===== src/rtl/pc_pkg.sv =====
// Shared width helpers, the default pc type and the next-pc source selector.
package pc_pkg;

    function automatic int pc_aw(input int rom_size);
        return $clog2(rom_size) + 1;
    endfunction

    function automatic int pc_dw(input int stack_depth);
        return $clog2(stack_depth + 1);
    endfunction

    localparam int DEF_ROM_SIZE = 512;
    localparam int DEF_AW       = pc_aw(DEF_ROM_SIZE);

    typedef logic [DEF_AW-1:0] pc_t;

    typedef enum logic [2:0] {
        SEL_HOLD,
        SEL_START,
        SEL_RET,
        SEL_REL,
        SEL_SKIP,
        SEL_INC
    } pc_sel_e;

endpackage


===== src/rtl/ret_stack.sv =====
// Return-address LIFO; push when full and pop when empty leave it untouched.
module ret_stack
    import pc_pkg::*;
#(
    parameter  int DEPTH = 4,
    parameter  int AW    = 10,
    localparam int DW    = pc_dw(DEPTH)
) (
    input  logic          clk,
    input  logic          rst_n,
    input  logic          clr,
    input  logic          push,
    input  logic          pop,
    input  logic [AW-1:0] din,
    output logic [AW-1:0] dout,
    output logic [DW-1:0] depth,
    output logic          full,
    output logic          empty
);

    // Storage rounded up to a power of two so the pointer indexes it cleanly.
    localparam int IW    = (DEPTH > 1) ? $clog2(DEPTH) : 1;
    localparam int SLOTS = 1 << IW;

    logic [AW-1:0] mem [SLOTS];
    logic [DW-1:0] ptr;

    assign full  = (ptr == DW'(DEPTH));
    assign empty = (ptr == '0);
    assign depth = ptr;
    assign dout  = empty ? '0 : mem[IW'(ptr - DW'(1))];

    always_ff @(posedge clk) begin
        if (!rst_n || clr) begin
            ptr <= '0;
        end else if (pop) begin
            if (!empty) begin
                ptr <= ptr - DW'(1);
            end
        end else if (push && !full) begin
            mem[IW'(ptr)] <= din;
            ptr           <= ptr + DW'(1);
        end
    end

endmodule


===== src/rtl/prog_counter_rs.sv =====
// Fetch-stage program counter with return-address stack, stall, halt and
// sticky stack error flags.
module prog_counter_rs
    import pc_pkg::*;
#(
    parameter  int ROM_SIZE    = 512,
    parameter  int TGT_WIDTH   = 8,
    parameter  int STACK_DEPTH = 4,
    parameter  int SKIP        = 2,
    localparam int AW          = pc_aw(ROM_SIZE),
    localparam int DW          = pc_dw(STACK_DEPTH)
) (
    input  logic                 clk,
    input  logic                 rst_n,
    input  logic                 start,
    input  logic [AW-1:0]        start_addr,
    input  logic                 stall,
    input  logic                 branch,
    input  logic                 taken,
    input  logic [TGT_WIDTH-1:0] target,
    input  logic                 call,
    input  logic                 ret,
    input  logic                 halt,
    output logic [AW-1:0]        pc_out,
    output logic                 halted,
    output logic [DW-1:0]        stk_depth,
    output logic                 stk_ovf,
    output logic                 stk_unf
);

    logic [AW-1:0] pc_q;
    logic          halted_q;
    logic          ovf_q;
    logic          unf_q;

    pc_sel_e       sel;
    logic          push;
    logic          pop;
    logic          set_ovf;
    logic          set_unf;
    logic          go_halt;

    logic [AW-1:0] pc_inc;
    logic [AW-1:0] pc_rel;
    logic [AW-1:0] pc_skip;
    logic [AW-1:0] pc_next;
    logic [AW-1:0] stk_top;
    logic          stk_full;
    logic          stk_empty;

    ret_stack #(
        .DEPTH (STACK_DEPTH),
        .AW    (AW)
    ) u_stack (
        .clk   (clk),
        .rst_n (rst_n),
        .clr   (start),
        .push  (push),
        .pop   (pop),
        .din   (pc_inc),
        .dout  (stk_top),
        .depth (stk_depth),
        .full  (stk_full),
        .empty (stk_empty)
    );

    assign pc_inc  = pc_q + AW'(1);
    assign pc_skip = pc_q + AW'(SKIP);
    assign pc_rel  = pc_q + {{(AW - TGT_WIDTH){target[TGT_WIDTH-1]}}, target};

    // Priority decode; ret beats call so a malformed call+ret behaves as ret.
    always_comb begin
        sel     = SEL_INC;
        push    = 1'b0;
        pop     = 1'b0;
        set_ovf = 1'b0;
        set_unf = 1'b0;
        go_halt = 1'b0;
        if (start) begin
            sel = SEL_START;
        end else if (halted_q || stall) begin
            sel = SEL_HOLD;
        end else if (halt) begin
            sel     = SEL_HOLD;
            go_halt = 1'b1;
        end else if (ret) begin
            if (stk_empty) begin
                sel     = SEL_INC;
                set_unf = 1'b1;
            end else begin
                sel = SEL_RET;
                pop = 1'b1;
            end
        end else if (call) begin
            sel = SEL_REL;
            if (stk_full) begin
                set_ovf = 1'b1;
            end else begin
                push = 1'b1;
            end
        end else if (taken) begin
            sel = SEL_REL;
        end else if (branch) begin
            sel = SEL_SKIP;
        end
    end

    always_comb begin
        pc_next = pc_q;
        case (sel)
            SEL_HOLD:  pc_next = pc_q;
            SEL_START: pc_next = start_addr;
            SEL_RET:   pc_next = stk_top;
            SEL_REL:   pc_next = pc_rel;
            SEL_SKIP:  pc_next = pc_skip;
            SEL_INC:   pc_next = pc_inc;
            default:   pc_next = pc_q;
        endcase
    end

    always_ff @(posedge clk) begin
        if (!rst_n) begin
            pc_q     <= '0;
            halted_q <= 1'b0;
            ovf_q    <= 1'b0;
            unf_q    <= 1'b0;
        end else if (start) begin
            pc_q     <= pc_next;
            halted_q <= 1'b0;
            ovf_q    <= 1'b0;
            unf_q    <= 1'b0;
        end else begin
            pc_q <= pc_next;
            if (go_halt) begin
                halted_q <= 1'b1;
            end
            if (set_ovf) begin
                ovf_q <= 1'b1;
            end
            if (set_unf) begin
                unf_q <= 1'b1;
            end
        end
    end

    assign pc_out  = pc_q;
    assign halted  = halted_q;
    assign stk_ovf = ovf_q;
    assign stk_unf = unf_q;

endmodule

===== config.mk =====
export PLATFORM = sky130hd
export DESIGN_NAME = prog_counter_rs
export DESIGN_NICKNAME = d
export VERILOG_FILES = /design/src/rtl/pc_pkg.sv /design/src/rtl/ret_stack.sv /design/src/rtl/prog_counter_rs.sv
export SDC_FILE = /design/constraint.sdc
export NUM_CORES = 1
export LEC_CHECK = 0
export ABC_AREA = 1
export BUFFER_PORTS_ARGS = -buffer_cell sky130_fd_sc_hd__buf_2
export CAP_MARGIN = 20
export CORE_MARGIN = 5
export CORE_UTILIZATION = 25
export CTS_CLUSTER_SIZE = 12
export DETAILED_ROUTE_END_ITERATION = 16
export SYNTH_ARGS = -nofsm -noshare
export SYNTH_HDL_FRONTEND = slang
export SYNTH_SLANG_ARGS = --single-unit

===== constraint.sdc =====
create_clock -name clk -period 4.8 [get_ports clk]
set_clock_uncertainty 0.15 [all_clocks]
set_input_delay 0.48 -clock clk [delete_from_list [all_inputs] [get_ports clk]]
set_output_delay 0.48 -clock clk [all_outputs]
set_load 0.03 [all_outputs]

Word level (Yosys, flattened, before mapping)
Memories as Yosys holds them, arrays and structs flattened.
Cells that the tools add are included.
- $add $sub $neg: 5
- eq/ne operators: 7
- mux-type cells: 42
- bitwise logic cells: 1
- reduce and logical (&&, ||, !) cells: 10
- operators with widths (cell ; number):
    $pmux 10 s5 ; 1
    $mux 1 ; 30
    $mux 3 ; 10
    $add 10x1->10 const B ; 1
    $add 10x10->10 ; 1
    $add 10x2->10 const B ; 1
    $mux 10 ; 1
    $eq 3x3->1 const B ; 3
    $eq 3x2->1 const B ; 2
    $reduce_bool 5->1 ; 1
    $add 3x1->3 const B ; 1
    $eq 3x1->1 const B ; 1
    $logic_not 3->1 ; 1
    $sub 3x1->3 const B ; 1
    $logic_not 1->1 ; 2
    $logic_or 1x1->1 ; 2
    $ne 2x2->1 const B ; 1
    $reduce_and 2->1 ; 1
    $reduce_bool 2->1 ; 1
    $reduce_or 2->1 ; 1
    $logic_and 1x1->1 ; 1
    $not 1->1 ; 1
- register bits: 16
- bits in writable memories: 40
- input port bits: 27
- word-level logic and storage cells: 71
- memories: 1
- memories (name ; depth ; bits a word ; read ports ; clocked after Yosys merged registers in ; write ports ; line ; RTL):
    u_stack.mem ; 4 ; 10 ; 1 ; 0 ; 1 ; ret_stack.sv:25 ; logic [AW-1:0] mem [SLOTS];

Logic depth before layout (Yosys ltp)
- depth after elaboration: 12
- gate-level depth with buffers: 15
- depth with buffers taken out: 14

Modules after synthesis
A second synthesis with hierarchy kept.
- cell total of the unflattened synthesis: 477
- area, all modules: 3585.9 µm²
- by module, submodules not included (module ; instances ; cells an instance ; area an instance (µm²) ; sequential area each (µm²)):
    ret_stack ; 1 ; 163 ; 1818.0 ; 1261.2
    prog_counter_rs ; 1 ; 314 ; 1767.9 ; 260.2

Least setup slack after synthesis
Ideal clock, no wire load.
- path kind: flip-flop to flip-flop
- from: register u_stack.ptr[0] (netlist: u_stack.depth[0])
- to: memory u_stack.mem[1][0], enable pin
- data arrival time: 1808 ps
- data required time: 4274 ps
- setup slack: 2466 ps
- cell stages (with the launch flop): 7
- path buffers: 1
- period minus slack after synthesis: 2334 ps
- path through: dfxtp_1 inv_1 buf_2 ha_1 nand2_1 nand3_1 nor2_1
- word-level cells in the longest chain between the ends: 12
- elaborated cells between the ends (all ways): 19
- RTL lines (item ; line ; RTL):
    from (decl) ; ret_stack.sv:26 ; logic [DW-1:0] ptr;
    from (signal assigned) ; ret_stack.sv:38 ; ptr <= ptr - DW'(1);
    from (signal assigned) ; ret_stack.sv:42 ; ptr <= ptr + DW'(1);
    $eq 3x3->1 ; ret_stack.sv:28 ; assign full = (ptr == DW'(DEPTH));
    $mux 1 ; prog_counter_rs.sv:96 ; if (stk_full) begin
    $mux 1 ; prog_counter_rs.sv:94 ; end else if (call) begin
    $mux 1 ; prog_counter_rs.sv:86 ; end else if (ret) begin
    $mux 1 ; prog_counter_rs.sv:83 ; end else if (halt) begin
    $mux 1 ; prog_counter_rs.sv:81 ; end else if (halted_q || stall) begin
    $mux 1 ; prog_counter_rs.sv:79 ; if (start) begin
    $logic_and 1x1->1 ; ret_stack.sv:40 ; end else if (push && !full) begin
    $mux 1 ; ret_stack.sv:40 ;
    $mux 1 ; ret_stack.sv:36 ; end else if (pop) begin
    $mux 1 ; ret_stack.sv:34 ; if (!rst_n || clr) begin
    $mux 1 (not written as such) ; ret_stack.sv:41 ; mem[IW'(ptr)] <= din;
    to (decl) ; ret_stack.sv:25 ;
Several ways; a longest one is shown, not always the timed one.

Worst setup path after layout
- from: register u_stack.ptr[0] (netlist: u_stack.depth[0])
- to: memory u_stack.mem[0][0], enable pin
The elaborated chain is that of the path after synthesis.

==> run_results.csv <==
group,metric,value,unit
clocking,cts_tree,"built",
clocking,clkSinkCount,56,
die,die_y,127,um
detailed_routing,postRouteAntennaNets,0,
clocking,postCtsHoldBufs,0,
yosys,synth_area_leader_cell,"edfxtp_1",
sta,fmax,316,MHz
yosys,post-synth-top-count-cell,"nand2_1",
clocking,path_clk_slew,70,ps
sta,fin_crit_sh,65.9,%
yosys,synth_common_cells,"nand2_1, nor2_1, edfxtp_1",
sta,rsz0062_at_grt,"no",
final_layout,regArea,0.00152,mm^2
worst_setup_path,crit_arrival,2930,ps
detailed_routing,dr_total_vias,2860,
worst_setup_path,crit_fanout,24,
final_layout,areaGrowthSynthToFinish,15.6,%
global_routing,antenna_found_initial,0,
sta,worst_slew_pin_slew,899,ps
sta,fin_crit,3160,ps
final_layout,final_area,0.00397,mm^2
final_layout,filler_cell_count,1461,
yosys,synthesis.nets,457,
detailed_routing,routed_via_density,4.54,
yosys,synth.avg_cell_area,8.30,um^2
flow_run,max-cap-violations,0,
final_layout,antennaDiodeCount,0,
sta,setup_viol,0,
detailed_routing,drt_wl_total,8850,um
worst_setup_path,cp-startpoint,"u_stack.depth[0]",
yosys,synth_top_area_share,35.0,%
placed_design,placed_area,0.00382,mm^2
sta,finalSetupTns,0,ps
final_layout,nNetsFinal,497,
worst_setup_path,crit_type,"flop to flop",
yosys,synthArstFlopShare,0,%
detailed_routing,first_pass_iters,4,
global_routing,grt_usage,10.9,%
global_routing,grt_pass1_wl,14400,um
pwr,p_per_area,273,mW/mm^2
yosys,yosysWarnings,0,
detailed_routing,wl_per_cell,14.0,um
worst_setup_path,start_kind,"flop",
clocking,htree_levels,2,
worst_hold_path,min-delay-start,"stall",
placed_design,portBuffers,42,
pwr,leakage,1.67,nW
final_layout,finish.utilization,29.7,%
die,start_util,25.7,%
yosys,syn_area,0.00343,mm^2
sta,drv_slew,0,
sta,max_slew_margin,39.8,%
final_layout,instances_no_fill,630,
yosys,synth-edff-count,40,
clocking,numCtsBuffers,5,
die,row_count,42,
final_layout,multiInputGateArea,0.00168,mm^2
detailed_routing,first_iter_violations,126,
worst_setup_path,rr_startpoint,"u_stack.depth[0]",
clocking,cts-root-buf,"clkbuf_16",
worst_setup_path,end_kind,"flop",
yosys,synthTopCellsByArea,"edfxtp_1, dfxtp_1, nand2_1",
yosys,synth_flop_cell,"edfxtp_1",
die,die-area,0.0162,mm^2
die,pin_count,43,
placed_design,dpl.cell_count,622,
pwr,p_total,1.08,mW
yosys,ys_types,42,
global_routing,grt_start_max_net_pins,25,
pwr,vdd_ir_drop_max,0.196,mV
clocking,cts_setup_buffers,0,
sta,hold_violations,0,
clocking,clock_latency,290,ps
yosys,synth_cells,413,
global_routing,overflow,0,
global_routing,grt_pass1_vias,2748,
clocking,cts_resized,0,
yosys,synth-seq-cells,56,
placed_design,hpwl,6940,um
worst_hold_path,hold_class,"primary input to flop",
final_layout,drive_above_1_share,19.6,%
run_status,run_status,"completed",
clocking,cts_buffer_depth,2,
detailed_routing,drc,0,
die,fp.coreArea,0.0133,mm^2
placed_design,gp_congestion,0.940,
worst_setup_path,cp.required,4570,ps
yosys,ys_seq_area_share,44.4,%
die,die_w,127,um
==> final cells by class <==
class | count | share of cell area (%)
clock inverters | 3 | 0.568
clock buffers | 5 | 3.16
repair buffers | 42 | 5.30
flip-flops and latches | 56 | 38.4
well taps | 176 | 5.55
multi-input cells | 298 | 42.3
inverters | 50 | 4.76
==> where the power goes <==
part | leakage (nW) | internal, mW | switching (mW) | total (mW)
registers | 0.494 | 0.528 | 0.0185 | 0.547
clock network | 0.0742 | 0.196 | 0.174 | 0.370
logic | 1.10 | 0.0566 | 0.108 | 0.164
==> logic make-up (layout without fill, tap and decap cells) <==
| family | Yosys count | in the layout | synth area share, % |
|---|---|---|---|
| buf+inv | 59 | 100 | 6.75 |
| fa+ha+maj | 17 | 17 | 6.42 |
| simple gates | 202 | 202 | 27.5 |
| xor+xnor | 13 | 13 | 3.32 |
| flops | 56 | 56 | 44.4 |
| compound gates | 66 | 66 | 11.6 |
==> worst max-delay path, stage by stage, from the launching register on <==
cell,delay [ps]
dfxtp_1,750
inv_1,510
ha_1,400
nand2_1,100
nand3_1,150
nor2_1,720
==> per-stage QoR <==
step           setup WS (ps)  hold WS, ps
4_1_cts                 1620          286
2_1_floorplan           2470          449
5_1_grt                 1340          291
6_report                1640          290
3_3_place_gp            1760          296
3_5_place_dp            1630          305
==> path summary, 6_finish.rpt <==
kind / endpoint / slack, ps / cells after the start
max reg2reg: u_stack.mem[0][0] / 1640 / 5
min reg2reg: stk_unf / 320 / 2
min: halted / 290 / 4
max: u_stack.mem[0][0] / 1640 / 5
==> routing by layer <==
metal | global-route usage, % | up-vias | share of wire [%]
met5 | 0 | - | 0
met1 | 15.7 | 1308 | 49
met2 | 17.1 | 94 | 44
met3 | 1.75 | 8 | 5.0
met4 | 3.03 | 0 | 1.6
li1 | - | 1450 | -
==> cell usage in the layout (no fill, tap or decap), types with 2 or more instances in the layout <==
master	instances
o21a_1	2
nor2_1	61
nand2_2	10
a21oi_1	13
o21ai_1	4
nand2_1	84
o221ai_1	6
nand3b_1	5
clkbuf_16	5
ha_1	16
nor3_1	5
or2_2	2
a31oi_1	3
nor2_2	2
buf_2	42
nand3_1	20
inv_2	10
dfxtp_1	16
o22ai_1	8
clkinv_2	2
inv_1	38
edfxtp_1	40
nand3_2	2
nor2_4	5
xor2_1	12
o21ai_0	24
==> state kept, by name (all words and copies together) (netlist names) <==
name,flops
stk_ovf,1
u_stack.depth,3
stk_unf,1
halted,1
pc_out,10
u_stack.mem,40
Power figures use the tool's default switching activity.
